--- config.mk ---
export PLATFORM = sky130hd
export DESIGN_NAME = fp_mul_sched_flat
export DESIGN_NICKNAME = d
export VERILOG_FILES = /design/src/rtl/fp_mul_sched_pkg.sv /design/src/rtl/fp_mul_sched_if.sv /design/src/rtl/fp_mul_sched_rr_arbiter.sv /design/src/rtl/fp_mul_sched.sv /design/src/flat_wrapper.sv
export SDC_FILE = /design/constraint.sdc
export NUM_CORES = 1
export LEC_CHECK = 0
export ABC_AREA = 0
export BUFFER_PORTS_ARGS = -buffer_cell sky130_fd_sc_hd__buf_2
export CAP_MARGIN = 20
export CELL_PAD_IN_SITES_DETAIL_PLACEMENT = 1
export CELL_PAD_IN_SITES_GLOBAL_PLACEMENT = 1
export CORE_AREA = 2 2 164 166
export DETAILED_ROUTE_END_ITERATION = 7
export DIE_AREA = 0 0 166 168
export PLACE_DENSITY_LB_ADDON = 0.3
export SYNTH_ARGS = -nofsm -noshare
export SYNTH_HDL_FRONTEND = slang
export SYNTH_SLANG_ARGS = --single-unit
--- constraint.sdc ---
create_clock -name clk -period 3.9 [get_ports clk]
set_input_delay 0.585 -clock clk [delete_from_list [all_inputs] [get_ports clk]]
set_output_delay 0.585 -clock clk [all_outputs]
set_load 0.01 [all_outputs]
--- src/rtl/fp_mul_sched_pkg.sv ---
// fp_mul_sched_pkg: shared widths and FSM state type for the FP multiply scheduler
package fp_mul_sched_pkg;
    localparam int FP_W = 32;
    localparam int CNT_W = 16;
    typedef enum logic [1:0] {IDLE, ISSUE, WAIT, RESP} sched_state_t;
endpackage

--- src/rtl/fp_mul_sched_if.sv ---
// fp_mul_sched_if: requester-side and multiply-unit-side signals of the scheduler
interface fp_mul_sched_if #(parameter int NUM_REQ = 4);
    import fp_mul_sched_pkg::*;
    logic [NUM_REQ-1:0] req, gnt, rsp_valid;
    logic [NUM_REQ*FP_W-1:0] req_op1, req_op2;
    logic [FP_W-1:0] rsp_result, mul_op1, mul_op2, mul_result;
    logic rsp_ovf, rsp_err, mul_start, mul_done, mul_overflow, mul_busy;
    logic [CNT_W-1:0] ops_cnt;
    modport master (
        output req, req_op1, req_op2, mul_done, mul_result, mul_overflow, mul_busy,
        input gnt, rsp_valid, rsp_result, rsp_ovf, rsp_err, mul_start, mul_op1, mul_op2, ops_cnt
    );
    modport slave (
        input req, req_op1, req_op2, mul_done, mul_result, mul_overflow, mul_busy,
        output gnt, rsp_valid, rsp_result, rsp_ovf, rsp_err, mul_start, mul_op1, mul_op2, ops_cnt
    );
endinterface

--- src/rtl/fp_mul_sched_rr_arbiter.sv ---
// rr_arbiter: combinational one-hot pick of the first request at or after ptr (circular)
module rr_arbiter #(parameter int N = 4) (
    input  logic [N-1:0]         i_req,
    input  logic [$clog2(N)-1:0] i_ptr,
    input  logic                 i_en,
    output logic [N-1:0]         o_gnt
);
    localparam int PW = $clog2(N);
    logic [PW-1:0] w_idx;
    always_comb begin
        o_gnt = '0;
        w_idx = '0;
        for (int k = N - 1; k >= 0; k--) begin
            w_idx = PW'((int'(i_ptr) + k) % N);
            if (i_en && i_req[w_idx]) o_gnt = N'(1) << w_idx;
        end
    end
endmodule

--- src/rtl/fp_mul_sched.sv ---
// fp_mul_sched: round-robin scheduler sharing one FP multiplier; FP_MUL_SCHED_TIMEOUT_EN adds a WAIT watchdog
module fp_mul_sched
    import fp_mul_sched_pkg::*;
#(
    parameter int NUM_REQ = 4,
    parameter int TIMEOUT_CYC = 16
) (
    input logic clk,
    input logic rst,
    fp_mul_sched_if.slave bus
);
    localparam int PW = $clog2(NUM_REQ);
    sched_state_t r_state, w_next;
    logic [PW-1:0] r_rr_ptr, r_owner, w_win;
    logic [NUM_REQ-1:0] w_gnt, r_gnt, r_rsp_valid;
    logic [FP_W-1:0] r_op1, r_op2, r_result;
    logic [CNT_W-1:0] r_cnt;
    logic r_mul_start, r_ovf, r_err, w_tmo, w_take, w_to_resp;

    rr_arbiter #(.N(NUM_REQ)) u_arb (
        .i_req(bus.req),
        .i_ptr(r_rr_ptr),
        .i_en(r_state == IDLE && !bus.mul_busy),
        .o_gnt(w_gnt)
    );

    always_comb begin
        w_win = '0;
        for (int i = 0; i < NUM_REQ; i++) if (w_gnt[i]) w_win = PW'(i);
    end

    assign w_take = |w_gnt;
    assign w_to_resp = r_state == WAIT && (bus.mul_done || w_tmo);

`ifdef FP_MUL_SCHED_TIMEOUT_EN
    localparam int WD_W = $clog2(TIMEOUT_CYC + 1);
    logic [WD_W-1:0] r_wd;
    always_ff @(posedge clk) r_wd <= (rst || r_state != WAIT) ? '0 : r_wd + 1'b1;
    assign w_tmo = r_wd == WD_W'(TIMEOUT_CYC - 1);
`else
    assign w_tmo = 1'b0;
`endif

    always_ff @(posedge clk) r_state <= rst ? IDLE : w_next;

    always_comb begin
        w_next = (r_state == IDLE && w_take) ? ISSUE :
                 (r_state == ISSUE) ? WAIT :
                 w_to_resp ? RESP :
                 (r_state == RESP) ? IDLE : r_state;
    end

    always_ff @(posedge clk) begin
        if (rst) begin
            r_rr_ptr <= '0;
            r_owner <= '0;
            r_gnt <= '0;
            r_rsp_valid <= '0;
            r_op1 <= '0;
            r_op2 <= '0;
            r_result <= '0;
            r_mul_start <= 1'b0;
            r_ovf <= 1'b0;
            r_err <= 1'b0;
            r_cnt <= '0;
        end else begin
            r_gnt <= w_gnt;
            r_mul_start <= w_take;
            r_rsp_valid <= w_to_resp ? NUM_REQ'(1) << r_owner : '0;
            if (w_take) begin
                r_op1 <= bus.req_op1[{w_win, 5'd0} +: FP_W];
                r_op2 <= bus.req_op2[{w_win, 5'd0} +: FP_W];
                r_owner <= w_win;
                r_rr_ptr <= (w_win == PW'(NUM_REQ - 1)) ? '0 : w_win + 1'b1;
            end
            // a watchdog abort reports a zero result with err set; done wins a same-cycle tie
            if (w_to_resp) begin
                r_result <= bus.mul_done ? bus.mul_result : '0;
                r_ovf <= bus.mul_done && bus.mul_overflow;
                r_err <= !bus.mul_done;
                r_cnt <= r_cnt + 1'b1;
            end
        end
    end

    assign bus.gnt = r_gnt;
    assign bus.rsp_valid = r_rsp_valid;
    assign bus.rsp_result = r_result;
    assign bus.rsp_ovf = r_ovf;
    assign bus.rsp_err = r_err;
    assign bus.mul_start = r_mul_start;
    assign bus.mul_op1 = r_op1;
    assign bus.mul_op2 = r_op2;
    assign bus.ops_cnt = r_cnt;
endmodule
--- src/flat_wrapper.sv ---
// flat-port wrapper written by rule: the top's interface ports become plain ports
module fp_mul_sched_flat import fp_mul_sched_pkg::*;
#(
    parameter int NUM_REQ = 4,
    parameter int TIMEOUT_CYC = 16
)
  (clk, rst, bus_req, bus_req_op1, bus_req_op2, bus_mul_done, bus_mul_result, bus_mul_overflow, bus_mul_busy, bus_gnt, bus_rsp_valid, bus_rsp_result, bus_rsp_ovf, bus_rsp_err, bus_mul_start, bus_mul_op1, bus_mul_op2, bus_ops_cnt);
  fp_mul_sched_if #(.NUM_REQ(NUM_REQ)) bus_i ();
  input logic clk;
  input logic rst;
  input wire logic [$bits(bus_i.req)-1:0] bus_req;
  input wire logic [$bits(bus_i.req_op1)-1:0] bus_req_op1;
  input wire logic [$bits(bus_i.req_op2)-1:0] bus_req_op2;
  input wire logic [$bits(bus_i.mul_done)-1:0] bus_mul_done;
  input wire logic [$bits(bus_i.mul_result)-1:0] bus_mul_result;
  input wire logic [$bits(bus_i.mul_overflow)-1:0] bus_mul_overflow;
  input wire logic [$bits(bus_i.mul_busy)-1:0] bus_mul_busy;
  output wire logic [$bits(bus_i.gnt)-1:0] bus_gnt;
  output wire logic [$bits(bus_i.rsp_valid)-1:0] bus_rsp_valid;
  output wire logic [$bits(bus_i.rsp_result)-1:0] bus_rsp_result;
  output wire logic [$bits(bus_i.rsp_ovf)-1:0] bus_rsp_ovf;
  output wire logic [$bits(bus_i.rsp_err)-1:0] bus_rsp_err;
  output wire logic [$bits(bus_i.mul_start)-1:0] bus_mul_start;
  output wire logic [$bits(bus_i.mul_op1)-1:0] bus_mul_op1;
  output wire logic [$bits(bus_i.mul_op2)-1:0] bus_mul_op2;
  output wire logic [$bits(bus_i.ops_cnt)-1:0] bus_ops_cnt;
  assign bus_i.req = bus_req;
  assign bus_i.req_op1 = bus_req_op1;
  assign bus_i.req_op2 = bus_req_op2;
  assign bus_i.mul_done = bus_mul_done;
  assign bus_i.mul_result = bus_mul_result;
  assign bus_i.mul_overflow = bus_mul_overflow;
  assign bus_i.mul_busy = bus_mul_busy;
  assign bus_gnt = bus_i.gnt;
  assign bus_rsp_valid = bus_i.rsp_valid;
  assign bus_rsp_result = bus_i.rsp_result;
  assign bus_rsp_ovf = bus_i.rsp_ovf;
  assign bus_rsp_err = bus_i.rsp_err;
  assign bus_mul_start = bus_i.mul_start;
  assign bus_mul_op1 = bus_i.mul_op1;
  assign bus_mul_op2 = bus_i.mul_op2;
  assign bus_ops_cnt = bus_i.ops_cnt;
  fp_mul_sched #(.NUM_REQ(NUM_REQ), .TIMEOUT_CYC(TIMEOUT_CYC)) u_core (.clk(clk), .rst(rst), .bus(bus_i));
endmodule
==> impl_metrics.toml <==
[clock_network]
cts_hold_buffers = 0
cts_tree = "yes"
clkSlewWorstSetupHoldPaths_ns = 0.07
clk_path_buf_depth = 2
cts_htree_levels = 4
ctsResizeCount = 0
worst_skew_pair.late_latency_ns = 0.42
post-cts-setup-buffers = 0
numCtsBuffers = 17
cts.sink_count = 129
root_buffer = "sky130_fd_sc_hd__clkbuf_16"

[pwr]
ir_worst_vdd_mv = 0.5083
clockPowerShare_pct = 23.2
pwr-share-comb_pct = 51.1
power_per_cell_area_nw_per_um2 = 684.9
cell_internal_pwr_w = 0.004050
total_leakage_power_nw = 4.943
p_seq_share_pct = 25.7
sw_frac_of_total_pct = 41.78
net-switching-power_w = 0.002906
fin_total_pwr_w = 0.006955

[layout]
layout.cells.most_common_list = "sky130_fd_sc_hd__buf_2 (418), sky130_fd_sc_hd__dfxtp_1 (129), sky130_fd_sc_hd__nor2_1 (90), sky130_fd_sc_hd__nand2_1 (81), sky130_fd_sc_hd__nor3_1 (66)"
final_nets = 1466
synthToLayoutAreaGrowth_pct = 42.49
layout-drive-gt1-share_pct = 48.38
final_cell_area_um2 = 10150
fillerInstances = 3256
layout.cells.most_common = "sky130_fd_sc_hd__buf_2"

[floorplan]
core_area_um2 = 26350
placementRows = 60
boundaryPins = 420
die_x_um = 166
fp.dieArea_um2 = 27890
die_h_um = 168
initial_utilization_pct = 27.05

[worst_setup_path]
r2r-start = "u_core.r_rr_ptr[0]$_SDFFE_PP0P_"
crit_path_start_kind = "register"
worst-endpoint-arrival_ns = 3.72
crit_start = "u_core.r_rr_ptr[0]$_SDFFE_PP0P_"
setup.worst_path.end_class = "register"
destination_of_the_worst_register_to_register_timing_path = "u_core.bus.mul_op2[1]$_SDFFE_PP0P_"
required_ns = 4.19
worstRegToRegCells = 10
critical_path_class = "reg -> reg"
worstPathMaxFanout = 32
setup.worst_path.end = "u_core.bus.mul_op2[1]$_SDFFE_PP0P_"
reg2reg_slack_ns = 0.47

[placement]
placement.io_buffers = 419
gp_routability_congestion = 0.8647
placement_stage_cell_area_um2 = 9565
place.detailed.hpwl_um = 22190

[route]
detailroute.via_count = 7441
remaining_drc_errors = 0
drt_pass1_iterations = 4
finalWirelength_um = 29610
wl_per_cell_um = 19.52
drt_first_iter_violations = 301
drt-vias-per-instance = 4.905
route.antenna.remaining_nets = 0

[synth]
yosys.area_share.adder_pct = 1.756
yosys-mux-area-fraction_pct = 20.35
yosysWarningCount = 0
yosys_most_used_dff = "sky130_fd_sc_hd__dfxtp_1"
synthCells = 765
synth_top_family_by_area = "multiplexers"
area_share_of_xor_xnor_cells_in_the_synthesized_design_pct = 1.598
synth-compound-area-share_pct = 17.50
synth_async_sr_flop_share_pct = 0
post_synth_edffs = 0
sequential_fraction_of_the_synthesis_area_pct = 36.24
synth_cell_type_count = 54
syn_nets = 1072
synth.avg_cell_area_um2 = 9.316
flip_flop_and_latch_count_after_synthesis = 129
synth_simple_gate_area_share_pct = 17.10
netlist_area_um2 = 7127

[timing]
period_needed_ns = 3.428
max_slew.worst_pin.slew_ns = 0.9188
holdWs_ns = 0.4009
report.final.hold_viol_count = 0
layout_skew_ns = 0.01517
final.period_utilization_pct = 87.91
slew_headroom_pct = 38.61
max_clock_freq_mhz = 291.7
setup_tns_ns = 0
finalMaxSlewViolations = 0
setup_repair_after_global_routing_missed_its_margin = "false"
final-setup-viol-count = 0

[grt]
pin_count_of_the_biggest_net_entering_global_routing = 66
residual_overflow_from_global_routing = 0
grt_antenna_before_repair = 6
global_route_wire_length_before_repair_um = 45780
grt_pass1_vias = 8008
grt.total_usage_pct = 20.93

[hold_path]
classification_of_the_worst_slack_hold_path = "in -> reg"
hp_start = "bus_mul_result[30]"

[run_status]
status = "completed"

[job]
max_cap_violations = 0
-- kinds of logic (layout without fill, tap and decap cells) --
kind of cell	after synthesis	after routing
XOR/XNOR	13	13
adder cells (fa/ha/maj)	10	10
other	0	4
multiplexers	132	132
AO/OA/AOI/OAI	134	134
AND/OR/NAND/NOR	276	276
flip-flops	129	129
buffers and inverters	71	478
-- stage by stage --
stage	worst slack, ns	instances	utilization [%]
floorplan	0.9592	765	-
global placement	0.5561	1481	36.30
detailed placement	0.4268	1481	36.30
CTS	0.4416	1513	38.50
global route	0.1568	1515	38.52
finish	0.4715	1517	38.54
-- metal layers --
layer / up-vias / GRT usage, % / part of all wire (%)
met5: - / 0 / 0.091
met4: 4 / 5.633 / 1.8
met3: 36 / 7.992 / 8.2
met2: 255 / 37.47 / 50
met1: 3554 / 23.24 / 40
li1: 3592 / - / -
-- worst max-delay path, cell delays in order, from the launching register on --
cell	delay (ns)
sky130_fd_sc_hd__dfxtp_1	0.33
sky130_fd_sc_hd__inv_1	0.11
sky130_fd_sc_hd__ha_1	0.41
sky130_fd_sc_hd__mux2i_1	0.23
sky130_fd_sc_hd__nor4_1	0.07
sky130_fd_sc_hd__o211a_1	0.25
sky130_fd_sc_hd__a32oi_1	0.24
sky130_fd_sc_hd__nor2b_4	0.81
sky130_fd_sc_hd__buf_12	0.35
sky130_fd_sc_hd__mux2i_1	0.12
sky130_fd_sc_hd__a2111oi_0	0.38
-- area by class of cell --
class	instances	area, um^2	share of cell area, %
flip-flops and latches	129	2582	25.43
multi-input cells	565	4197	41.33
inverters	8	30.03	0.2957
clock inverters	14	140.1	1.380
clock buffers	18	439.2	4.325
well taps	341	426.7	4.202
repair buffers	438	2330	22.94
diodes	4	10.01	0.09857
-- synth_stat cells (all sizes together), types with 2 or more instances --
master / n / area [um^2]
and3: 6 / 37.54
mux2i: 65 / 650.6
a2111oi: 63 / 803.3
inv: 8 / 30.03
nand3b: 5 / 37.54
nor4: 3 / 18.77
ha: 10 / 125.1
mux4: 4 / 90.09
dfxtp: 129 / 2582
clkbuf: 25 / 93.84
and2: 3 / 18.77
nor3: 66 / 330.3
nand3: 9 / 45.04
nand2b: 2 / 12.51
nand2: 81 / 304.0
a221oi: 3 / 38.79
xnor2: 4 / 35.03
buf: 38 / 265.3
a21oi: 46 / 241.5
or3: 4 / 25.02
xor2: 9 / 78.83
mux2: 63 / 709.4
nor2: 90 / 337.8
o21ai: 10 / 53.80
-- power by group through the flow --
stage               Sequential, W  Clock (W)  Combinational [W]
detailed placement        0.00182          0            0.00359
global placement          0.00181          0            0.00353
CTS                       0.00179    0.00167            0.00361
finish                    0.00179    0.00162            0.00355
global route              0.00182    0.00172            0.00391
floorplan                 0.00193          0            0.00235
-- registers in the layout, summed over array words and instances, names as in the netlist --
name                   cells
u_core.bus.gnt             4
u_core.bus.mul_op1        32
u_core.bus.mul_op2        32
u_core.bus.mul_start       1
u_core.bus.ops_cnt        16
u_core.bus.rsp_err         1
u_core.bus.rsp_ovf         1
u_core.bus.rsp_result     32
u_core.bus.rsp_valid       4
u_core.r_owner             2
u_core.r_rr_ptr            2
u_core.r_state             2
-- worst min path at each step --
stage	slack, ns	depth (start not counted)	to
detailed placement	0.45	2	u_core.bus.rsp_result[15]$_SDFFE_PP0P_
floorplan	0.43	1	u_core.bus.rsp_valid[2]$_SDFF_PP0_
global route	0.38	3	u_core.bus.rsp_result[12]$_SDFFE_PP0P_
CTS	0.37	3	u_core.bus.rsp_result[15]$_SDFFE_PP0P_
finish	0.40	3	u_core.bus.rsp_result[30]$_SDFFE_PP0P_
global placement	0.44	2	u_core.bus.rsp_result[6]$_SDFFE_PP0P_
(Power assumes the default switching activity.)
